**src/rtl/line_buffer_scheduler_pkg.sv**
```systemverilog
// Shared definitions for the stereo line-buffer write scheduler:
// slot count, state encoding and slot rotation.
package line_buffer_scheduler_pkg;

  localparam int NUM_SLOTS = 5;
  localparam int SLOT_W    = 3;

  typedef enum logic [1:0] {
    IDLE = 2'd0,
    FILL = 2'd1,
    BUSY = 2'd2
  } state_t;

  function automatic logic [SLOT_W-1:0] next_slot(input logic [SLOT_W-1:0] slot);
    return (slot == SLOT_W'(NUM_SLOTS - 1)) ? '0 : slot + SLOT_W'(1);
  endfunction

endpackage

```
**src/rtl/line_buffer_scheduler_side_write_counter.sv**
```systemverilog
// One side (left or right) of the write path: pixel count, ready/full status
// and the registered write strobe, address and data for that side's buffer.
module side_write_counter #(
  parameter int LINE_WIDTH = 640,
  parameter int ADDR_W     = 10,
  parameter int DATA_W     = 8
) (
  input  logic              clock,
  input  logic              reset,
  input  logic              enable,
  input  logic              clear,
  input  logic              yield_to_other,
  input  logic              valid,
  input  logic [DATA_W-1:0] pixel,
  output logic              ready,
  output logic              full,
  output logic              strobe,
  output logic [ADDR_W-1:0] address,
  output logic [DATA_W-1:0] data
);

  localparam int CNT_W = $clog2(LINE_WIDTH + 1);

  logic [CNT_W-1:0]  count_reg;
  logic              strobe_reg;
  logic [ADDR_W-1:0] address_reg;
  logic [DATA_W-1:0] data_reg;
  logic              accept;

  assign full   = (count_reg == CNT_W'(LINE_WIDTH));
  assign ready  = enable && !full && !yield_to_other;
  assign accept = valid && ready;

  // A clear (row wrap or frame restart) wins over a same-cycle accept.
  always_ff @(posedge clock) begin
    if (reset) begin
      count_reg   <= '0;
      strobe_reg  <= 1'b0;
      address_reg <= '0;
      data_reg    <= '0;
    end else begin
      strobe_reg <= accept && !clear;
      if (clear) begin
        count_reg <= '0;
      end else if (accept) begin
        count_reg   <= count_reg + CNT_W'(1);
        address_reg <= ADDR_W'(count_reg);
        data_reg    <= pixel;
      end
    end
  end

  assign strobe  = strobe_reg;
  assign address = address_reg;
  assign data    = data_reg;

endmodule

```
**src/rtl/line_buffer_scheduler.sv**
```systemverilog
// Write-side controller for the five-slot stereo line buffers: merges the two
// pixel streams onto one write port, rotates the slot select and hands
// complete five-row windows to the read pipeline.
module line_buffer_scheduler
  import line_buffer_scheduler_pkg::*;
#(
  parameter int LINE_WIDTH      = 640,
  parameter int LINES_PER_FRAME = 480,
  parameter int ADDR_W          = 10,
  parameter int DATA_W          = 8
) (
  input  logic              clock,
  input  logic              reset,
  input  logic              frame_start,
  input  logic              pixel_valid_left,
  input  logic              pixel_valid_right,
  input  logic [DATA_W-1:0] pixel_data_left,
  input  logic [DATA_W-1:0] pixel_data_right,
  output logic              pixel_ready_left,
  output logic              pixel_ready_right,
  input  logic              read_done,
  output logic              left_enable,
  output logic              right_enable,
  output logic [ADDR_W-1:0] address_in,
  output logic [DATA_W-1:0] data_in,
  output logic [2:0]        select,
  output logic              read_start,
  output logic              busy,
  output logic              frame_done
);

  localparam int ROW_W = $clog2(LINES_PER_FRAME + 1);

  state_t            state_reg, state_next;
  logic [ROW_W-1:0]  row_reg;
  logic [SLOT_W-1:0] slots_reg, slots_inc, select_reg;
  logic              read_start_reg, read_start_next;
  logic              frame_done_reg, frame_done_next;
  logic              fill_active, row_complete, window_ready, last_row, counter_clear;
  logic              left_ready, right_ready, left_full, right_full;
  logic              left_strobe, right_strobe, right_yield;
  logic [ADDR_W-1:0] left_address, right_address;
  logic [DATA_W-1:0] left_data, right_data;

  assign row_complete  = (state_reg == FILL) && left_full && right_full;
  assign slots_inc     = (slots_reg == SLOT_W'(NUM_SLOTS)) ? slots_reg : slots_reg + SLOT_W'(1);
  assign window_ready  = row_complete && (slots_inc == SLOT_W'(NUM_SLOTS));
  assign last_row      = (row_reg == ROW_W'(LINES_PER_FRAME));
  assign counter_clear = frame_start || row_complete;
  // Left has priority on the shared write port.
  assign right_yield   = pixel_valid_left && left_ready;

  side_write_counter #(
    .LINE_WIDTH(LINE_WIDTH), .ADDR_W(ADDR_W), .DATA_W(DATA_W)
  ) u_left (
    .clock(clock), .reset(reset), .enable(fill_active), .clear(counter_clear),
    .yield_to_other(1'b0), .valid(pixel_valid_left), .pixel(pixel_data_left),
    .ready(left_ready), .full(left_full), .strobe(left_strobe),
    .address(left_address), .data(left_data)
  );

  side_write_counter #(
    .LINE_WIDTH(LINE_WIDTH), .ADDR_W(ADDR_W), .DATA_W(DATA_W)
  ) u_right (
    .clock(clock), .reset(reset), .enable(fill_active), .clear(counter_clear),
    .yield_to_other(right_yield), .valid(pixel_valid_right), .pixel(pixel_data_right),
    .ready(right_ready), .full(right_full), .strobe(right_strobe),
    .address(right_address), .data(right_data)
  );

  always_ff @(posedge clock) begin
    if (reset) begin
      state_reg      <= IDLE;
      read_start_reg <= 1'b0;
      frame_done_reg <= 1'b0;
    end else begin
      state_reg      <= state_next;
      read_start_reg <= read_start_next;
      frame_done_reg <= frame_done_next;
    end
  end

  always_comb begin
    state_next = state_reg;
    case (state_reg)
      IDLE: if (frame_start) state_next = FILL;
      FILL: begin
        if (frame_start)       state_next = FILL;
        else if (window_ready) state_next = BUSY;
      end
      BUSY: begin
        if (frame_start)    state_next = FILL;
        else if (read_done) state_next = last_row ? IDLE : FILL;
      end
      default: state_next = IDLE;
    endcase
  end

  always_comb begin
    fill_active     = (state_reg == FILL);
    busy            = (state_reg == BUSY);
    read_start_next = window_ready && !frame_start;
    frame_done_next = (state_reg == BUSY) && read_done && !frame_start && last_row;
  end

  // Row bookkeeping: a frame restart clears everything, a finished row rotates the slot.
  always_ff @(posedge clock) begin
    if (reset) begin
      row_reg    <= '0;
      slots_reg  <= '0;
      select_reg <= '0;
    end else if (frame_start) begin
      row_reg    <= '0;
      slots_reg  <= '0;
      select_reg <= '0;
    end else if (row_complete) begin
      row_reg    <= row_reg + ROW_W'(1);
      slots_reg  <= slots_inc;
      select_reg <= next_slot(select_reg);
    end
  end

  assign pixel_ready_left  = left_ready;
  assign pixel_ready_right = right_ready;
  assign left_enable       = left_strobe;
  assign right_enable      = right_strobe;
  assign address_in        = left_strobe ? left_address : right_address;
  assign data_in           = left_strobe ? left_data : right_data;
  assign select            = select_reg;
  assign read_start        = read_start_reg;
  assign frame_done        = frame_done_reg;

endmodule

```
**config.mk**
```make
export PLATFORM = sky130hd
export DESIGN_NAME = line_buffer_scheduler
export DESIGN_NICKNAME = d
export VERILOG_FILES = /design/src/rtl/line_buffer_scheduler_pkg.sv /design/src/rtl/line_buffer_scheduler_side_write_counter.sv /design/src/rtl/line_buffer_scheduler.sv
export SDC_FILE = /design/constraint.sdc
export NUM_CORES = 1
export LEC_CHECK = 0
export ABC_AREA = 1
export CAP_MARGIN = 20
export CORE_ASPECT_RATIO = 1.25
export CORE_UTILIZATION = 50
export DETAILED_ROUTE_END_ITERATION = 8
export PLACE_DENSITY = 0.76
export SYNTH_ARGS = -nofsm -noshare
export SYNTH_HDL_FRONTEND = slang
export SYNTH_SLANG_ARGS = --single-unit
```
**constraint.sdc**
```tcl
create_clock -name clock -period 1.75 [get_ports clock]
set_input_delay 0.175 -clock clock [delete_from_list [all_inputs] [get_ports clock]]
set_output_delay 0.175 -clock clock [all_outputs]
set_load 0.02 [all_outputs]
```
==> results of run 1 <==
power breakdown:
group / internal (W) / leakage (nW) / switching (W)
Clock: 0.000696 / 0.106 / 0.000754
Sequential: 0.00180 / 0.625 / 0.0000275
Combinational: 0.000256 / 1.58 / 0.000284
Total: 0.00275 / 2.31 / 0.00107
routing by layer:
| layer | GRT usage | part of all wire |
|---|---|---|
| met5 | 0 | 0 |
| met4 | 0.163 | 0.041 |
| met3 | 0.0564 | 0.056 |
| met2 | 0.477 | 0.51 |
| met1 | 0.316 | 0.39 |
synth_stat cells, types with 2 or more instances:
cell type    n
a21oi_1     40
a21oi_2      9
and3_1       2
buf_2        5
buf_6        6
clkbuf_1     5
dfxtp_1     77
ha_1        10
inv_1       47
inv_2        5
mux2_2      13
nand2_1    113
nand3_1     12
nand3_2      3
nand3_4      2
nand4_1      4
nor2_1     107
nor2_2       5
nor2_4       2
nor3_1      13
o21ai_0     19
xnor2_1      3
xor2_1      15
through the flow:
step,std cells,hold WS [ns],setup slack (ns),utilization
2_1_floorplan,527,0.244,0.117,-
3_3_place_gp,693,0.452,-0.0699,0.634
3_5_place_dp,693,0.459,-0.170,0.634
4_1_cts,726,0.383,-0.0911,0.710
5_1_grt,737,0.383,-0.275,0.746
6_report,738,0.382,-0.173,0.747
final timing paths:
check | start | end
worst max-delay path | u_left.count_reg[1]$_SDFFE_PP0P_ | u_right.count_reg[3]$_SDFFE_PP0P_
worst min-delay path | pixel_data_left[3] | u_left.data[3]$_SDFFE_PP0P_
worst max register to register | u_left.count_reg[1]$_SDFFE_PP0P_ | u_right.count_reg[3]$_SDFFE_PP0P_
worst min register to register | row_reg[8]$_SDFFE_PP0P_ | row_reg[8]$_SDFFE_PP0P_
cell usage in the layout, fill, tap and decap left out, types with 2 or more instances in the layout:
cell type        Yosys  routed
nand4_1              4       4
nand2_2              0       4
o21ai_0             19      13
clkinvlp_4           0       2
nor2_1             107      99
dfxtp_1             77      73
inv_1               47      42
dfxtp_2              0       4
buf_12               0      12
nor2_4               2       9
mux2_2              13      13
clkbuf_8             0       9
a21oi_2              9      17
nor3_1              13      12
clkdlybuf4s50_1      0      28
buf_16               0       4
nand3_1             12      10
buf_4                1      43
clkbuf_2             0       6
o21ai_1              0       2
nor2_2               5       7
o21ai_2              0       4
nand3_2              3       2
inv_2                5       8
dlygate4sd2_1        0       6
nand2_4              0       2
nand3_4              2       5
inv_8                0       3
xnor2_1              3       3
ha_1                10       9
clkdlybuf4s15_1      0       7
nand2_1            113     107
and3_1               2       2
a21oi_1             40      32
buf_6                6      11
xor2_1              15      15
layout make-up:
type	count	area, um2	share of cell area
diodes	1	2.50	0.000453
clock buffers	9	124	0.0224
clock inverters	7	88.8	0.0161
inverters	53	205	0.0371
multi-input cells	380	2170	0.393
flip-flops and latches	77	1550	0.280
well taps	92	115	0.0208
repair buffers	119	1270	0.230
tightest hold or removal path, delay by kind of cell:
family        cells  cell delay [ns]
buf+inv           1             0.40
simple gates      2             0.15
timing repair:
| item | CTS | global route |
|---|---|---|
| hold buffers | 0 | 0 |
| gates resized for setup | 64 | 67 |
| setup endpoints to repair | 53 | 82 |
| pin swaps | 13 | 15 |
| buffers inserted | 12 | 11 |
| gates cloned | 5 | 1 |
logic make-up (layout without fill, tap and decap cells):
kind of cell               Yosys count  after routing  synth area share
AOI/OAI and AO/OA                   70             70             0.101
xor gates and xnor gates            18             18            0.0410
adders and majority gates           10             10            0.0325
buffers and inverters               71            188            0.0835
DFF                                 77             77             0.400
muxes                               13             13            0.0380
other                                0              1                 0
and+or+nand+nor                    268            269             0.304
==> summary.md, run 1 <==
| Metric | Value |
|---|---|
| First-pass GRT wire length | `17100 um` |
| Final nets | `672` |
| Worst setup margin | `-0.173 ns` |
| Post-route ant nets | `0` |
| RSZ-0062 raised after global routing | `yes` |
| Chip width | `80.5 um` |
| Register-to-Register Path Depth | `14` |
| Largest net degree at the start of global routing | `34` |
| Clock period minus worst slack | `1.92 ns` |
| Total power draw | `0.00381 W` |
| Worst Path Arrival | `2.23 ns` |
| Yosys reg bits | `77` |
| First-pass DRT Iterations | `6` |
| Worst path cell trace | `inv_2 -> ha_4 -> nand2_4 -> nor2_4 -> buf_6 -> nand3_4 -> nand3_4 -> buf_4 -> nand2_4 -> buf_4 -> nor2_4 -> buf_6 -> nand2_1 -> a21oi_1` |
| Placed Area | `4690 um2` |
| Synth cell types | `33` |
| Clk_skew | `0.0137 ns` |
| Core area | `7400 um2` |
| FP Rows | `35` |
| Clock Tree Root | `clkbuf_8` |
| Worst hold path class | `primary input to register` |
| Register area share after synthesis | `0.400` |
| Max cap viols | `0` |
| Setup violations, final | `49` |
| Die Y | `100 um` |
| Synthesized cell area | `3850 um2` |
| Initial antenna violation count | `1` |
| CTS clk-pin slew, worst paths | `0.10 ns` |
| Share of post-route cells with drive strength above 1 | `0.271` |
| Area grow syn2layout | `43.5%` |
| Achievable Freq | `520 MHz` |
| Setup CP Type | `register to register` |
| DRT iter0 DRCs | `221` |
| DRC viols | `0` |
| Final Cell Area | `5530 um2` |
| Max IR drop VDD | `0.000580 V` |
| Worst slew pin tran | `0.276 ns` |
| Top delay family on crit path | `simple AND/OR/NAND/NOR gates` |
| IO buf count | `49` |
| Vias/cell | `5.36` |
| LEAKAGE | `2.31 nW` |
| Final setup TNS | `-5.61 ns` |
| Tcrit/Tclk final | `1.10` |
| Async SR Flop Fraction | `0` |
| Failing checks | `negative setup slack` |
| Vias in the first global route | `3671` |
| Total die area | `8060 um2` |
| Outcome | `complete, but fails checks` |
| Main synth FF type | `dfxtp_1` |
| CTS Buf Count | `9` |
| Worst EP required | `2.06 ns` |
| Clock Latency Late Sink | `0.37 ns` |
| Hold Vio Cnt, Final | `0` |
| EDFF count, synth | `0` |
| Clk sinks | `77` |
| Worst Hold Depth | `3` |
| Worst R2R Setup Slack | `-0.17 ns` |
| Critical Path End Type | `register` |
| CTS H-tree lvls | `3` |
| Initial Utilization | `0.520` |
| Top cells by area, synth | `dfxtp_1, nand2_1, nor2_1` |
| Critical path depth | `14` |
| Slew Limit Fails | `0` |
| CTS tree | `done` |
| Clk buf depth | `2` |
| Placer Congestion | `0.884` |
| Via Count | `3956` |
| HPWL after detailed placement | `6740 um` |
| Avg Inst Size Synth | `7.31 um2` |
| Critical path's slowest cell | `dfxtp_2` |
| Cell accounting for the most synthesized area | `dfxtp_1` |
| Slew margin rel. | `0.816` |
| Total GRT Usage | `0.278` |
| Routed Wire Length | `11700 um` |
| Mapped Cells | `527` |
| Slowest stage delay, CP | `0.35 ns` |
| Post-synthesis net count | `559` |
| Startpoint types | `register` |
| Grt total ovfl | `0` |
| WP buf/inv | `5` |
| Fillers | `510` |
| Critical Path Fanout Max | `7` |
| Post-synth top area share | `0.400` |
| Synthesis Warnings | `0` |
| I/O pins | `50` |
| Power per cell area | `690 nW/um2` |
| Routed length per instance | `15.9 um` |
Power figures use the tool's default switching activity.
==> inputs of run 2 (changes only) <==
--- a/constraint.sdc
+++ b/constraint.sdc
@@ -3,2 +3,2 @@
 set_output_delay 0.175 -clock clock [all_outputs]
-set_load 0.02 [all_outputs]
+set_load 0.05 [all_outputs]
==> summary.md, run 2 (synthesis gave the netlist of run 1 again) <==
| Metric | Value |
|---|---|
| Worst Path Arrival | `2.08 ns (-0.15 ns)` |
| Commonest non-fill, non-tap cell in the layout | `nand2_1` |
| Max cap viols | `0 (unchanged)` |
| Clock period minus worst slack | `1.82 ns (-0.0992 ns)` |
| CTS tree | `done` |
| Final nets | `663 (-1.3%)` |
| ANT cells | `0 (-1)` |
| IO buf count | `49 (unchanged)` |
| Total GRT Usage | `0.249 (-0.0293)` |
| Achievable Freq | `548 MHz (+5.4%)` |
| RSZ-0062 raised after global routing | `yes` |
| Worst EP required | `2.00 ns (-0.06 ns)` |
| Max IR drop VDD | `0.000599 V (+3.3%)` |
| Outcome | `complete, but fails checks` |
| CTS Buf Count | `9 (unchanged)` |
| DRC viols | `0 (unchanged)` |
| Initial Utilization | `0.520 (unchanged)` |
| Hold-fix buffers, CTS | `0 (unchanged)` |
| Vias in the first global route | `3475 (-5.3%)` |
| Startpoint types | `register` |
| Die Y | `100 um (unchanged)` |
| Clock Latency Late Sink | `0.35 ns (-0.02 ns)` |
| Via Count | `3775 (-4.6%)` |
| Critical Path Fanout Max | `7 (unchanged)` |
| Setup CP Type | `register to register` |
| Critical Path End Type | `register` |
| Worst hold path class | `primary input to register` |
| Clock Tree Root | `clkbuf_8` |
| Most frequent cells in the layout | `nand2_1, nor2_1, dfxtp_1` |
| HPWL after detailed placement | `6590 um (-2.3%)` |
| LEAKAGE | `2.28 nW (-1.2%)` |
| Core area | `7400 um2 (unchanged)` |
| Post-route ant nets | `0 (unchanged)` |
| First-pass GRT wire length | `15500 um (-9.6%)` |
| Clk buf depth | `2 (unchanged)` |
| Final Cell Area | `5390 um2 (-2.5%)` |
| FP Rows | `35 (unchanged)` |
| I/O pins | `50 (unchanged)` |
| Power per cell area | `724 nW/um2 (+5.0%)` |
| Clk_skew | `0.00900 ns (-0.00469 ns)` |
| Cells after DPL | `690 (-0.43%)` |
| Initial antenna violation count | `0 (-1)` |
| DRT iter0 DRCs | `192 (-13%)` |
| CTS H-tree lvls | `3 (unchanged)` |
| Final Util | `0.728 (-0.0184)` |
| First-pass DRT Iterations | `4 (-2)` |
| Placed Area | `4720 um2 (+0.51%)` |
| Setup violations, final | `2 (-96%)` |
| Worst setup margin | `-0.0741 ns (+0.0992 ns)` |
| Placer Congestion | `0.851 (-3.7%)` |
| Post-route insts no fill | `728 (-1.4%)` |
| Hold Vio Cnt, Final | `0 (unchanged)` |
| Grt total ovfl | `0 (unchanged)` |
| Clk sinks | `77 (unchanged)` |
| Vias/cell | `5.19 (-3.3%)` |
| Routed Wire Length | `10500 um (-10%)` |
| Chip width | `80.5 um (unchanged)` |
| Slew Limit Fails | `0 (unchanged)` |
| Largest net degree at the start of global routing | `34 (unchanged)` |
| Share of post-route cells with drive strength above 1 | `0.269 (-0.00245)` |
| Total power draw | `0.00390 W (+2.4%)` |
| Routed length per instance | `14.4 um (-9.1%)` |
| Area grow syn2layout | `40.0%` |
| Worst slew pin tran | `0.503 ns (+0.227 ns)` |
| Tcrit/Tclk final | `1.04 (-0.0567)` |
| CTS clk-pin slew, worst paths | `0.08 ns (-0.02 ns)` |
| Slew margin rel. | `0.664 (-0.152)` |
| Fillers | `526 (+3.1%)` |
| Total die area | `8060 um2 (unchanged)` |
| Failing checks | `negative setup slack` |
==> run 2: critical path, stage by stage (launching register included) <==
cell	delay [ns]
dfxtp_2	0.33
inv_2	0.08
ha_4	0.14
nand2_4	0.05
nor2_4	0.10
inv_2	0.06
nor2_4	0.13
nand3_4	0.12
buf_12	0.17
nor3_1	0.31
nand2_1	0.11
nand2_1	0.08
nor2_1	0.04
==> run 2: power breakdown <==
group	leakage, nW	internal, W	switching [W]
Combinational	1.55	0.000249	0.000326
Sequential	0.626	0.00179	0.0000263
Clock	0.110	0.000810	0.000699
==> run 2: area by class of cell <==
cell class,instances,area (um2),area share
clock inverters,7,98.8,0.0183
repair buffers,110,1170,0.218
well taps,92,115,0.0214
inverters,53,201,0.0374
clock buffers,9,124,0.0230
multi-input cells,380,2130,0.395
flip-flops and latches,77,1550,0.287
==> run 2: per-layer routing <==
metal,global-route usage,routed length (um)
met5,0,0
met4,0.0962,329
met3,0.0518,588
met2,0.446,5240
met1,0.285,4330
==> run 2: repair_timing <==
action                                  in CTS  in global routing
pin swaps                                    7                 13
endpoints found under the setup margin      46                 73
gates cloned                                 1                  4
resized for setup                           17                 35
setup buffers                               11                  6
==> run 2: through the flow <==
stage	hold WS (ns)	TNS (ns)	setup slack, ns
final	0.398	-0.121	-0.0741
after detailed placement	0.459	-3.72	-0.178
after global placement	0.453	-0.856	-0.0666
after floorplan	0.244	-0.561	-0.184
after CTS	0.394	-0.0609	-0.0609
after global routing	0.398	-1.75	-0.186
==> run 2: final timing paths <==
check	start	end	slack [ns]	cells past startpoint
hold reg to reg	u_left.address[0]$_SDFFE_PP0P_	u_left.address[0]$_SDFFE_PP0P_	0.47	2
setup / recovery	u_left.count_reg[1]$_SDFFE_PP0P_	row_reg[3]$_SDFFE_PP0P_	-0.07	12
hold / removal	pixel_data_left[3]	u_left.data[3]$_SDFFE_PP0P_	0.40	3
setup reg to reg	u_left.count_reg[1]$_SDFFE_PP0P_	row_reg[3]$_SDFFE_PP0P_	-0.07	12
==> inputs of run 3 (changes only) <==
Settings changed: MAX_ROUTING_LAYER set to met4, SLEW_MARGIN set to 20.
==> summary.md, run 3 (synthesis gave the netlist of run 1 again) <==
| Metric | Value |
|---|---|
| Outcome | `complete, but fails checks` |
| Failing checks | `negative setup slack` |
| Worst Hold Depth | `3 (unchanged)` |
| CTS Buf Count | `9 (unchanged)` |
| Achievable Freq | `567 MHz (+3.5%)` |
| Initial antenna violation count | `0 (unchanged)` |
| Slew Limit Fails | `0 (unchanged)` |
| Final nets | `639 (-3.6%)` |
| Chip width | `80.5 um (unchanged)` |
| Critical path's slowest cell | `dfxtp_2` |
| FP Rows | `35 (unchanged)` |
| Core area | `7400 um2 (unchanged)` |
| IO buf count | `49 (unchanged)` |
| Grt total ovfl | `0 (unchanged)` |
| Total power draw | `0.00397 W (+1.7%)` |
| Power per cell area | `774 nW/um2 (+6.8%)` |
| First-pass DRT Iterations | `5 (+1)` |
| Worst setup margin | `-0.0127 ns (+0.0614 ns)` |
| Vias in the first global route | `3416 (-1.7%)` |
| Hold endpoint | `u_left.data[1]$_SDFFE_PP0P_` |
| Share of post-route cells with drive strength above 1 | `0.248 (-0.0205)` |
| Slew margin rel. | `0.659 (-0.00497)` |
| CTS H-tree lvls | `3 (unchanged)` |
| Comb power frac | `0.135 (-0.012)` |
| Int Pwr | `0.00297 W (+4.1%)` |
| Reg power frac | `0.459 (-0.007)` |
| Worst hold path class | `primary input to register` |
| Worst slew pin tran | `0.511 ns (+0.00744 ns)` |
| Die Y | `100 um (unchanged)` |
| Total GRT Usage | `0.241 (-0.00783)` |
| Area grow syn2layout | `33.3%` |
| Hold_sp | `pixel_data_left[1]` |
| Hold Vio Cnt, Final | `0 (unchanged)` |
| Clk buf depth | `2 (unchanged)` |
| Post-route ant nets | `0 (unchanged)` |
| Clock Tree Root | `clkbuf_8` |
| Max IR drop VDD | `0.000551 V (-8.0%)` |
| DRT iter0 DRCs | `218 (+14%)` |
| Initial Utilization | `0.520 (unchanged)` |
| DRC viols | `0 (unchanged)` |
| Setup violations, final | `1 (-1)` |
| Worst r2r src | `u_left.count_reg[1]$_SDFFE_PP0P_` |
| Worst path cell trace | `inv_2 -> ha_4 -> nand2_4 -> nor2_4 -> nand3_2 -> nand3_4 -> nand3_4 -> nor2_4 -> clkbuf_16 -> nand2_1 -> nand2_1 -> nor2_1` |
| Hold-fix buffers, CTS | `0 (unchanged)` |
| Routed length per instance | `13.8 um (-4.2%)` |
| Routed Wire Length | `9720 um (-7.3%)` |
| Final setup TNS | `-0.0127 ns (+0.108 ns)` |
| ANT cells | `0 (unchanged)` |
| Tcrit/Tclk final | `1.01 (-0.0351)` |
| Slowest stage delay, CP | `0.33 ns (about the same)` |
| Clk_skew | `0.00780 ns (-0.00120 ns)` |
| Register-to-Register Path Depth | `12 (unchanged)` |
| Worst R2R Setup Slack | `-0.01 ns (+0.06 ns)` |
| Max cap viols | `0 (unchanged)` |
| CTS tree | `done` |
| Placer Congestion | `0.926 (+8.8%)` |
| Commonest non-fill, non-tap cell in the layout | `nor2_1` |
| Most frequent cells in the layout | `nor2_1, nand2_1, dfxtp_1` |
| Worst R2R End | `u_right.data[1]$_SDFFE_PP0P_` |
| Via Count | `3613 (-4.3%)` |
| Switching share of power | `0.252 (-0.0174)` |
| HPWL after detailed placement | `6370 um (-3.2%)` |
| Largest net degree at the start of global routing | `34 (unchanged)` |
| Vias/cell | `5.13 (-1.0%)` |
| Startpoint types | `register` |
| Worst EP required | `2.00 ns (about the same)` |
| Setup CP Type | `register to register` |
| Clk sinks | `77 (unchanged)` |
| Worst Path Arrival | `2.01 ns (-0.07 ns)` |
| I/O pins | `50 (unchanged)` |
| Clock period minus worst slack | `1.76 ns (-0.0614 ns)` |
| LEAKAGE | `2.17 nW (-5.1%)` |
| First-pass GRT wire length | `14900 um (-4.1%)` |
| Clock power share | `0.406 (+0.020)` |
| Fillers | `582 (+11%)` |
| Critical Path Fanout Max | `8 (+1)` |
| CTS clk-pin slew, worst paths | `0.08 ns (about the same)` |
| Clock Latency Late Sink | `0.35 ns (about the same)` |
| WHS | `0.411 ns (+0.0130 ns)` |
| Critical Path End Type | `register` |
| NetSw | `0.000999 W (-4.9%)` |
| RSZ-0062 raised after global routing | `yes` |
| Total die area | `8060 um2 (unchanged)` |
## run 3: layout make-up
cell class                 instances  area (um2)  share of cell area
multi-input combinational        379        2090               0.407
clock inverter                     6         111              0.0217
tap                               92         115              0.0224
sequential                        77        1560               0.303
timing repair buffer              87         930               0.181
clock buffer                      10         128              0.0249
inverter                          53         201              0.0393
## run 3: stage by stage
stage | instance area, um2 | utilization | std cells | setup slack, ns
2_1_floorplan | 3850 | - | 527 | -0.184
3_3_place_gp | 4620 | 0.624 | 675 | 0.0597
3_5_place_dp | 4620 | 0.624 | 675 | 0.0147
4_1_cts | 4880 | 0.659 | 691 | -0.00988
5_1_grt | 5130 | 0.693 | 704 | -0.0763
6_report | 5130 | 0.693 | 704 | -0.0127
## run 3: layer usage
| layer | routed length, um | vias up | global-route usage |
|---|---|---|---|
| met2 | 4980 | 94 | 0.437 |
| met5 | 0 | - | - |
| met4 | 132 | 0 | 0.0810 |
| met1 | 4120 | 1683 | 0.261 |
| li1 | - | 1823 | - |
| met3 | 486 | 13 | 0.0418 |
## run 3: critical path: cells and delay by family, from the launching register on
kind	cells	cell delay, ns
flops	1	0.33
simple gates	9	0.90
fa+ha+maj	1	0.14
buf+inv	2	0.29
## run 3: worst max path at each step
| stage | start | endpoint | slack (ns) | cells past startpoint |
|---|---|---|---|---|
| after floorplan | u_left.strobe$_SDFF_PP0_ | address_in[9] | -0.18 | 2 |
| after global placement | reset | u_left.address[4]$_SDFFE_PP0P_ | 0.06 | 7 |
| after detailed placement | u_left.count_reg[0]$_SDFFE_PP0P_ | u_right.address[7]$_SDFFE_PP0P_ | 0.01 | 12 |
| after CTS | u_left.count_reg[0]$_SDFFE_PP0P_ | u_right.address[3]$_SDFFE_PP0P_ | -0.01 | 13 |
| after global routing | u_left.count_reg[1]$_SDFFE_PP0P_ | u_right.data[1]$_SDFFE_PP0P_ | -0.08 | 12 |
| final | u_left.count_reg[1]$_SDFFE_PP0P_ | u_right.data[1]$_SDFFE_PP0P_ | -0.01 | 12 |
## run 3: repair_timing
action	in CTS	in global routing
pin swaps	2	8
setup endpoints to repair	5	79
gates cloned	0	3
setup buffers	0	10
resized for setup	8	39
## run 3: power by group through the flow
| stage | clock [W] | combinational, W | sequential [W] |
|---|---|---|---|
| global route | 0.00171 | 0.000571 | 0.00183 |
| CTS | 0.00162 | 0.000492 | 0.00182 |
| detailed placement | 0 | 0.000481 | 0.00186 |
| finish | 0.00161 | 0.000537 | 0.00182 |
| global placement | 0 | 0.000476 | 0.00186 |
| floorplan | 0 | 0.000289 | 0.00186 |
